[src/rtl/div_iter32.sv]
// div_iter32: iterative radix-2 restoring divider, one quotient bit per cycle.
// Signed/unsigned operands, valid/ready on both sides, synchronous flush.
// Optional feature macro: DIV_EARLY_OUT_EN (skip CALC when divisor==0 or
// |dividend| < |divisor|; results are bit-identical to the full path).
//
// Handshake: an operation is accepted on a rising edge where
// in_valid & in_ready & !flush; a result is consumed on a rising edge where
// out_valid & out_ready & !flush. in_ready/out_valid depend only on state.
module div_iter32 #(
  parameter int WIDTH = 32
) (
  input  logic             clk,
  input  logic             resetn,
  input  logic             flush,
  input  logic             in_valid,
  output logic             in_ready,
  input  logic             is_signed,
  input  logic [WIDTH-1:0] dividend,
  input  logic [WIDTH-1:0] divisor,
  output logic             out_valid,
  input  logic             out_ready,
  output logic [WIDTH-1:0] quotient,
  output logic [WIDTH-1:0] remainder,
  output logic             div_by_zero,
  output logic [1:0]       dbg_state
);

  localparam int CW = $clog2(WIDTH) + 1;

  typedef enum logic [1:0] {S_IDLE, S_CALC, S_FIX, S_DONE} state_e;

  state_e           state_q, state_d;
  logic [CW-1:0]    cnt_q, cnt_d;
  logic [WIDTH-1:0] acc_q, acc_d;     // dividend bits shift out, quotient bits shift in
  logic [WIDTH:0]   prem_q, prem_d;   // partial remainder
  logic [WIDTH-1:0] dvs_q, dvs_d;     // |divisor|
  logic [WIDTH-1:0] raw_q, raw_d;     // raw dividend for the divide-by-zero result
  logic             qsign_q, qsign_d;
  logic             rsign_q, rsign_d;
  logic             dbz_q, dbz_d;
  logic [WIDTH-1:0] quo_q, quo_d;
  logic [WIDTH-1:0] rem_q, rem_d;
  logic             dbz_out_q, dbz_out_d;

  logic             dvd_neg, dvs_neg, accept;
  logic [WIDTH-1:0] dvd_abs, dvs_abs;
  logic [WIDTH:0]   r_shift, r_sub;

  assign dvd_neg  = is_signed & dividend[WIDTH-1];
  assign dvs_neg  = is_signed & divisor[WIDTH-1];
  // |-2^(W-1)| wraps to 2^(W-1), which is correct as an unsigned magnitude
  assign dvd_abs  = dvd_neg ? (WIDTH'(0) - dividend) : dividend;
  assign dvs_abs  = dvs_neg ? (WIDTH'(0) - divisor) : divisor;
  assign accept   = in_valid & (state_q == S_IDLE) & ~flush;
  assign r_shift  = {prem_q[WIDTH-1:0], acc_q[WIDTH-1]};
  assign r_sub    = r_shift - {1'b0, dvs_q};

  assign in_ready    = (state_q == S_IDLE);
  assign out_valid   = (state_q == S_DONE);
  assign quotient    = quo_q;
  assign remainder   = rem_q;
  assign div_by_zero = dbz_out_q;
  assign dbg_state   = state_q;

  // Next-state and datapath update for each FSM state
  always_comb begin
    state_d   = state_q;
    cnt_d     = cnt_q;
    acc_d     = acc_q;
    prem_d    = prem_q;
    dvs_d     = dvs_q;
    raw_d     = raw_q;
    qsign_d   = qsign_q;
    rsign_d   = rsign_q;
    dbz_d     = dbz_q;
    quo_d     = quo_q;
    rem_d     = rem_q;
    dbz_out_d = dbz_out_q;
    case (state_q)
      S_IDLE: begin
        if (accept) begin
          acc_d   = dvd_abs;
          prem_d  = '0;
          dvs_d   = dvs_abs;
          raw_d   = dividend;
          qsign_d = dvd_neg ^ dvs_neg;
          rsign_d = dvd_neg;
          dbz_d   = (divisor == '0);
          cnt_d   = '0;
          state_d = S_CALC;
`ifdef DIV_EARLY_OUT_EN
          if ((divisor == '0) || (dvd_abs < dvs_abs)) begin
            acc_d   = '0;                 // quotient is zero
            prem_d  = {1'b0, dvd_abs};    // remainder is the whole magnitude
            state_d = S_FIX;
          end
`endif
        end
      end
      S_CALC: begin
        if (!r_sub[WIDTH]) begin
          prem_d = r_sub;
          acc_d  = {acc_q[WIDTH-2:0], 1'b1};
        end else begin
          prem_d = r_shift;
          acc_d  = {acc_q[WIDTH-2:0], 1'b0};
        end
        cnt_d = cnt_q + 1'b1;
        if (cnt_q == CW'(WIDTH - 1)) state_d = S_FIX;
      end
      S_FIX: begin
        if (dbz_q) begin
          quo_d = '1;
          rem_d = raw_q;
        end else begin
          quo_d = qsign_q ? (WIDTH'(0) - acc_q) : acc_q;
          rem_d = rsign_q ? (WIDTH'(0) - prem_q[WIDTH-1:0]) : prem_q[WIDTH-1:0];
        end
        dbz_out_d = dbz_q;
        state_d   = S_DONE;
      end
      S_DONE: begin
        if (out_ready) state_d = S_IDLE;
      end
      default: state_d = S_IDLE;
    endcase
    if (flush) state_d = S_IDLE;
  end

  // State and datapath registers
  always_ff @(posedge clk or negedge resetn) begin
    if (!resetn) begin
      state_q   <= S_IDLE;
      cnt_q     <= '0;
      acc_q     <= '0;
      prem_q    <= '0;
      dvs_q     <= '0;
      raw_q     <= '0;
      qsign_q   <= 1'b0;
      rsign_q   <= 1'b0;
      dbz_q     <= 1'b0;
      quo_q     <= '0;
      rem_q     <= '0;
      dbz_out_q <= 1'b0;
    end else begin
      state_q   <= state_d;
      cnt_q     <= cnt_d;
      acc_q     <= acc_d;
      prem_q    <= prem_d;
      dvs_q     <= dvs_d;
      raw_q     <= raw_d;
      qsign_q   <= qsign_d;
      rsign_q   <= rsign_d;
      dbz_q     <= dbz_d;
      quo_q     <= quo_d;
      rem_q     <= rem_d;
      dbz_out_q <= dbz_out_d;
    end
  end

endmodule

[config.mk]
export PLATFORM = sky130hd
export DESIGN_NAME = div_iter32
export DESIGN_NICKNAME = d
export VERILOG_FILES = /design/src/rtl/div_iter32.sv
export SDC_FILE = /design/constraint.sdc
export NUM_CORES = 1
export LEC_CHECK = 0
export ABC_AREA = 1
export BUFFER_PORTS_ARGS = -buffer_cell sky130_fd_sc_hd__buf_2
export CORE_UTILIZATION = 42
export DETAILED_ROUTE_END_ITERATION = 6
export PLACE_DENSITY = 0.58
export SLEW_MARGIN = 5
export SYNTH_ARGS = -nofsm -noshare
export SYNTH_HDL_FRONTEND = slang
export SYNTH_SLANG_ARGS = --single-unit
[constraint.sdc]
create_clock -name clk -period 3.6 [get_ports clk]
set_clock_uncertainty 0.1 [all_clocks]
set_input_delay 0.9 -clock clk [delete_from_list [all_inputs] [get_ports clk]]
set_output_delay 0.9 -clock clk [all_outputs]
set_load 0.03 [all_outputs]
==> results of run 1 <==
[power by group through the flow]
| stage | sequential (uW) | combinational [uW] | clock [uW] |
|---|---|---|---|
| 2_1_floorplan | 4120 | 3580 | 0 |
| 3_3_place_gp | 3810 | 5800 | 0 |
| 3_5_place_dp | 3820 | 5850 | 0 |
| 4_1_cts | 3800 | 5880 | 2620 |
| 5_1_grt | 3910 | 6580 | 2700 |
| 6_report | 3800 | 5910 | 2570 |
[cell usage after synthesis (4+ instances only)]
| cell | number | area (um2) |
|---|---|---|
| nand3b_1 | 16 | 120 |
| a31oi_1 | 15 | 93.8 |
| nand2_4 | 6 | 67.6 |
| or2_2 | 7 | 43.8 |
| nand2_2 | 19 | 119 |
| nand2_1 | 686 | 2570 |
| inv_1 | 338 | 1270 |
| buf_1 | 6 | 22.5 |
| dfrtp_1 | 204 | 5100 |
| clkbuf_1 | 55 | 206 |
| xor2_1 | 28 | 245 |
| nor2_1 | 181 | 679 |
| buf_2 | 10 | 50.1 |
| nand4_1 | 26 | 163 |
| a21oi_1 | 86 | 430 |
| o211ai_1 | 25 | 188 |
| o31ai_1 | 7 | 52.6 |
| nor3_1 | 35 | 175 |
| o21ai_1 | 5 | 25.0 |
| o21ai_0 | 145 | 726 |
| inv_2 | 5 | 18.8 |
| o21bai_1 | 5 | 37.5 |
| ha_1 | 41 | 513 |
| nand3_1 | 267 | 1340 |
| nor2_2 | 4 | 25.0 |
| o22ai_1 | 8 | 50.1 |
| xnor2_1 | 11 | 96.3 |
| o221ai_1 | 4 | 35.0 |
[stage by stage]
step	utilization, %	std cells	setup WS, ns	total power, uW
after global routing	48.5	2868	0.680	13200
after global placement	46.1	2824	0.813	9610
after detailed placement	46.1	2824	0.790	9670
after floorplan	-	2287	1.21	7700
final	48.5	2868	0.888	12300
after CTS	48.5	2868	0.904	12300
[cells by family (layout without fill, tap and decap cells)]
family,Yosys count,count (layout)
XOR/XNOR,39,39
AO/OA/AOI/OAI,316,316
buffers and inverters,423,549
AND/OR/NAND/NOR,1263,1263
adder cells (fa/ha/maj),42,42
flip-flops,204,204
[layout make-up]
cell class | count | area [um2]
well taps | 455 | 569
flip-flops and latches | 204 | 5100
clock buffers | 33 | 686
repair buffers | 159 | 896
multi-input cells | 1660 | 8150
fillers | 3695 | 17900
inverters | 346 | 1300
clock inverters | 11 | 139
[sequential cells by signal, summed over array words and instances, names as in the netlist]
signal       flops
dbg_state        2
dbz_q            1
raw_q           32
dvs_q           32
qsign_q          1
remainder       32
prem_q          32
div_by_zero      1
rsign_q          1
cnt_q            6
acc_q           32
quotient        32
[per-layer routing]
metal  GRT usage, %  up-vias  wire length [um]  share of wire [%]
li1               -     7561                 -                  -
met4           4.71        0               718                1.4
met3           3.82       46              3800                7.4
met2           42.2      524             21600                 42
met1           45.1     7168             25100                 49
met5              0        -                 0                  0
[final timing paths]
path                         startpoint            to  slack (ns)  cells after the start
max                           dvs_q[27]    prem_q[20]        0.89                     12
min                              resetn    prem_q[24]        0.27                      1
max reg2reg                   dvs_q[27]    prem_q[20]        0.89                     12
min reg2reg                quotient[22]  quotient[22]        0.37                      2
max in group asynchronous        resetn  quotient[21]        2.27                      2
min in group clk           quotient[22]  quotient[22]        0.37                      2
[worst register-to-register path: stages, from the launching register on]
cell     delay, ns
dfrtp_1       0.36
inv_1         0.22
ha_1          0.37
nand2_1       0.17
nor2_1        0.09
nand2_1       0.17
inv_1         0.10
a21oi_4       0.28
nand3_4       0.27
nand2_8       0.26
nand2_1       0.09
nand3_1       0.07
nand2_1       0.05
==> impl_results.md, run 1 <==
* Register bit count reported by yosys at 204
* Die footprint at 36,200 um2
* Syn nets at 2,399
* Clk sink count at 204
* Overflow after GRT at 0
* Crit path max fanout at 17
* Pins over their slew limit at 0
* Worst Path Class, Setup: reg2reg
* Area of the mapped netlist at 14,900 um2
* Site Rows at 68
* DRT Pass-1 Iters at 6
* CTS max path bufs at 3
* Post-CTS Hold Fix Bufs at 0
* Initial antenna violation count at 4
* Largest stage delay, worst path at 0.36 ns
* DR WL/cell at 17.9 um
* Commonest non-fill, non-tap cell in the layout: nand2_1
* CP required at 3.92 ns
* Vias per inst at 5.33
* Mapped Cells at 2,287
* Num CTS Buffers at 25
* Top-level I/O count at 139
* CP delay by family, top: simple AND/OR/NAND/NOR gates
* RSZ-0062 raised after global routing: no
* Prevailing post-synth register cell: dfrtp_1
* EDFF count, synth at 0
* Routability-driven placement congestion ratio at 0.954
* Finished Cell Area at 16,800 um2
* Worst min path class: in2async
* Largest family of logic cells by synthesized area: simple AND/OR/NAND/NOR gates
* Leak pwr at 0.00914 uW
* Placed Area at 16,000 um2
* DRT iter0 DRCs at 1,389
* Status: finished clean
* Placed wire-length estimate at 39.9 mm
* Post-synthesis adder-cell area fraction at 3.59%
* Post-CTS sizing at 0
* Crit path time final at 2.71 ns
* Max Fclk at 0.369 GHz
* Syn_area_per_cell at 6.50 um2
* Register share of total power at 31.0%
* Clock H-tree levels at 1
* Initial Utilization at 42.8%
* Asr flop ratio synth at 100%
* Area Overhead vs Synth at 13.3%
* Final setup vio count at 0
* PD cells at 729 nW/um2
* Root Buffer: clkbuf_16
* Setup TNS at 0 ns
* CTS tree: built
* Startpoint types: flop
* Mux cell area share after synthesis at 0%
* Antenna Violating Nets Remaining at 0
* Total global-route track usage at 28.8%
* WP data arrival at 3.03 ns
* Core area at 34,700 um2
* Slowest cell on crit path: dfrtp_1
* Worst rel slew slack at 25.7%
* Fin crit share at 75.3%
* Routed WL at 51.2 mm
* Hold_ws at 0.271 ns
* WP buf/inv at 2
* Most frequent cells in the layout: 686 x nand2_1, 338 x inv_1, 266 x nand3_1, 204 x dfrtp_1, 179 x nor2_1
* NetSw at 5910 uW
* Xor and xnor area share after synthesis at 2.30%
* Sequential area share after synthesis at 34.3%
* Skew-Pair Late Insertion Delay at 0.54 ns
* Via count at 15,299
* Clock power share at 20.9%
* DRC Markers at 0
* Vias in the first global route at 14,332
* Synth Area in Compound Gates at 12.0%
* CP Cell Sequence: inv_1 -> ha_1 -> nand2_1 -> nor2_1 -> nand2_1 -> inv_1 -> a21oi_4 -> nand3_4 -> nand2_8 -> nand2_1 -> nand3_1 -> nand2_1
* Gate power share at 48.1%
* Critical Path Sink Type: flop
* Layout cells sized above 1 at 10.6%
* Netlist cell types at 52
* ANT cells at 0
* Clock transition at the registers of the reported paths at 0.06 ns
* Worst IR Drop VDD at 0.773 mV
* Sw Share at 48.2%
* Yosys warning count at 0
* Global-route wire length before repair at 81.2 mm
* Most used cell along the critical path: nand2_1
* Die X at 190 um
* Final nets at 2,508
* Pin count of the biggest net entering global routing at 107
* I/O Buffers at 138
* Internal at 6370 uW
* Slew @ Worst Pin at 1.11 ns
* Post-Synth Simple-Gate Area at 36.7%
* Post-CTS Setup Repair Bufs at 0
* Die Ht at 190 um
* Final number of hold-violating endpoints at 0
* Maxcap violations at 0
Power figures use the tool's default switching activity.
==> run 2: changes to the inputs <==
Clock period 3.6 ns to 2.7 ns, I/O delays scaled along.
==> run 2 against run 1 <==
  * Global-route usage shrank 0.088 points
  * Sequential power rose by 32%
  * Setup slack lost 0.71 ns
  * Critical endpoint is now prem_q[2]
==> impl_results.md, run 2 (same netlist as run 1, synthesis figures left out) <==
* Vias per inst at 5.31 (-0.47%)
* Skew-Pair Late Insertion Delay at 0.54 ns (about the same)
* WP data arrival at 2.85 ns (-0.18 ns)
* Fin crit share at 93.5% (+18 points)
* Crit path time final at 2.53 ns (-0.186 ns)
* Worst rel slew slack at 55.3% (+30 points)
* Placed wire-length estimate at 40.4 mm (+1.3%)
* CP Cell Sequence: inv_1 -> ha_1 -> nand2_1 -> nor2_1 -> nand2_1 -> inv_1 -> a21oi_4 -> nand2_4 -> nand2_4 -> buf_4 -> nand3_1 -> nand3_1 -> nand2_1
* Area Overhead vs Synth at 15.7%
* CP delay by family, top: simple AND/OR/NAND/NOR gates
* Largest stage delay, worst path at 0.38 ns (+0.02 ns)
* Initial Utilization at 42.8% (unchanged)
* ANT cells at 0 (unchanged)
* Die Ht at 190 um (unchanged)
* DRT iter0 DRCs at 1,319 (-5.0%)
* Antenna Violating Nets Remaining at 0 (unchanged)
* Most frequent cells in the layout: 686 x nand2_1, 337 x inv_1, 266 x nand3_1, 204 x dfrtp_1, 179 x nor2_1
* Slew @ Worst Pin at 0.663 ns (-0.452 ns)
* Global-route wire length before repair at 81.0 mm (-0.20%)
* Status: finished clean
* Setup TNS at 0 ns (unchanged)
* Via count at 15,440 (+0.92%)
* CTS tree: built
* Hold_ws at 0.242 ns (-0.0298 ns)
* Top-level I/O count at 139 (unchanged)
* Core area at 34,700 um2 (unchanged)
* DR WL/cell at 17.6 um (-1.3%)
* CTS max path bufs at 3 (unchanged)
* Pin count of the biggest net entering global routing at 107 (unchanged)
* Final nets at 2,548 (+1.6%)
* Die X at 190 um (unchanged)
* Clock H-tree levels at 1 (unchanged)
* Clock transition at the registers of the reported paths at 0.06 ns (about the same)
* Clk sink count at 204 (unchanged)
* Total global-route track usage at 28.8% (-0.088 points)
* WP buf/inv at 3 (+1)
* Routability-driven placement congestion ratio at 0.999 (+4.8%)
* Num CTS Buffers at 25 (unchanged)
* DRT Pass-1 Iters at 5 (-1)
* Critical Path Sink Type: flop
* Root Buffer: clkbuf_16
* Worst min path class: in2reg
* Final number of hold-violating endpoints at 0 (unchanged)
* Initial antenna violation count at 1 (-3)
* DRC Markers at 0 (unchanged)
* Slowest cell on crit path: dfrtp_1
* Routed WL at 51.3 mm (about the same)
* Vias in the first global route at 14,531 (+1.4%)
* Maxcap violations at 0 (unchanged)
* Overflow after GRT at 0 (unchanged)
* Commonest non-fill, non-tap cell in the layout: nand2_1
* Worst Path Class, Setup: reg2reg
* Pins over their slew limit at 0 (unchanged)
* Crit path max fanout at 16 (-1)
* PD cells at 950 nW/um2 (+30%)
* Worst IR Drop VDD at 0.826 mV (+6.9%)
* Final setup vio count at 0 (unchanged)
* CP required at 3.03 ns (-0.89 ns)
* Layout cells sized above 1 at 12.1% (+1.5 points)
* RSZ-0062 raised after global routing: no
* Max Fclk at 0.396 GHz (+7.4%)
* Die footprint at 36,200 um2 (unchanged)
* I/O Buffers at 138 (unchanged)
* Site Rows at 68 (unchanged)
* Leak pwr at 0.00937 uW (+2.5%)
* Startpoint types: flop
* Most used cell along the critical path: nand2_1
## run 2: changes by cell type in the layout (fill, tap and decap cells not counted), moves of 2 or more
cell	previous run	this run
buf_4	18	52
clkbuf_8	3	10
buf_12	3	6
bufinv_16	3	0
clkinv_2	5	3
nand2_8	1	3
## run 2: where the power goes
part	switching, uW	internal, uW
clock network	1370	1970
registers	837	4180
logic	5650	2350
## run 2: layer usage
metal  track usage, %  part of all wire, %  vias to the layer above
met5                0                0.020                        -
met4             5.11                  1.5                        2
met3             3.93                  7.5                       46
met2             42.3                   42                      474
met1             44.6                   49                     7256
li1                 -                    -                     7662
## run 2: cell type report
type,count,area [um2]
inverter,346,1300
sequential,204,5100
multi-input combinational,1661,8180
tap,455,569
fill,3669,17500
clock buffer,39,778
timing repair buffer,198,1240
clock inverter,5,31.3
## run 2: repair_timing
item,CTS,global route
hold buffers,1,0
gates resized for setup,0,6
buffers inserted,0,2
hold endpoints to repair,2,0
endpoints found under the setup margin,0,33
## run 2: path summary, 6_finish.rpt
check	start	endpoint	slack, ns	cells past startpoint
worst min register to register	quotient[22]	quotient[22]	0.38	2
min in group asynchronous	resetn	prem_q[27]	0.58	2
max in group asynchronous	resetn	acc_q[19]	1.16	3
worst max-delay path	dvs_q[29]	prem_q[2]	0.17	13
worst min-delay path	flush	dbg_state[1]	0.24	2
worst max register to register	dvs_q[29]	prem_q[2]	0.17	13
## run 2: worst register-to-register path, cell delays in order (launching register included)
cell and delay [ns]:
dfrtp_1 0.38, inv_1 0.19, ha_1 0.34, nand2_1 0.13
nor2_1 0.07, nand2_1 0.15, inv_1 0.10, a21oi_4 0.27
nand2_4 0.12, nand2_4 0.08, buf_4 0.22, nand3_1 0.10
nand3_1 0.10, nand2_1 0.06
## run 2: metrics by stage
stage               utilization (%)  instance area, um2  power, uW  cells  setup WS, ns
CTS                            49.4               17100      16300   2905         0.115
global placement               47.0               16300      12900   2860         0.154
detailed placement             47.0               16300      12900   2860        0.0721
global route                   49.5               17200      17600   2908       0.00199
finish                         49.5               17200      16300   2908         0.174
floorplan                         -               14900      10300   2287         0.360
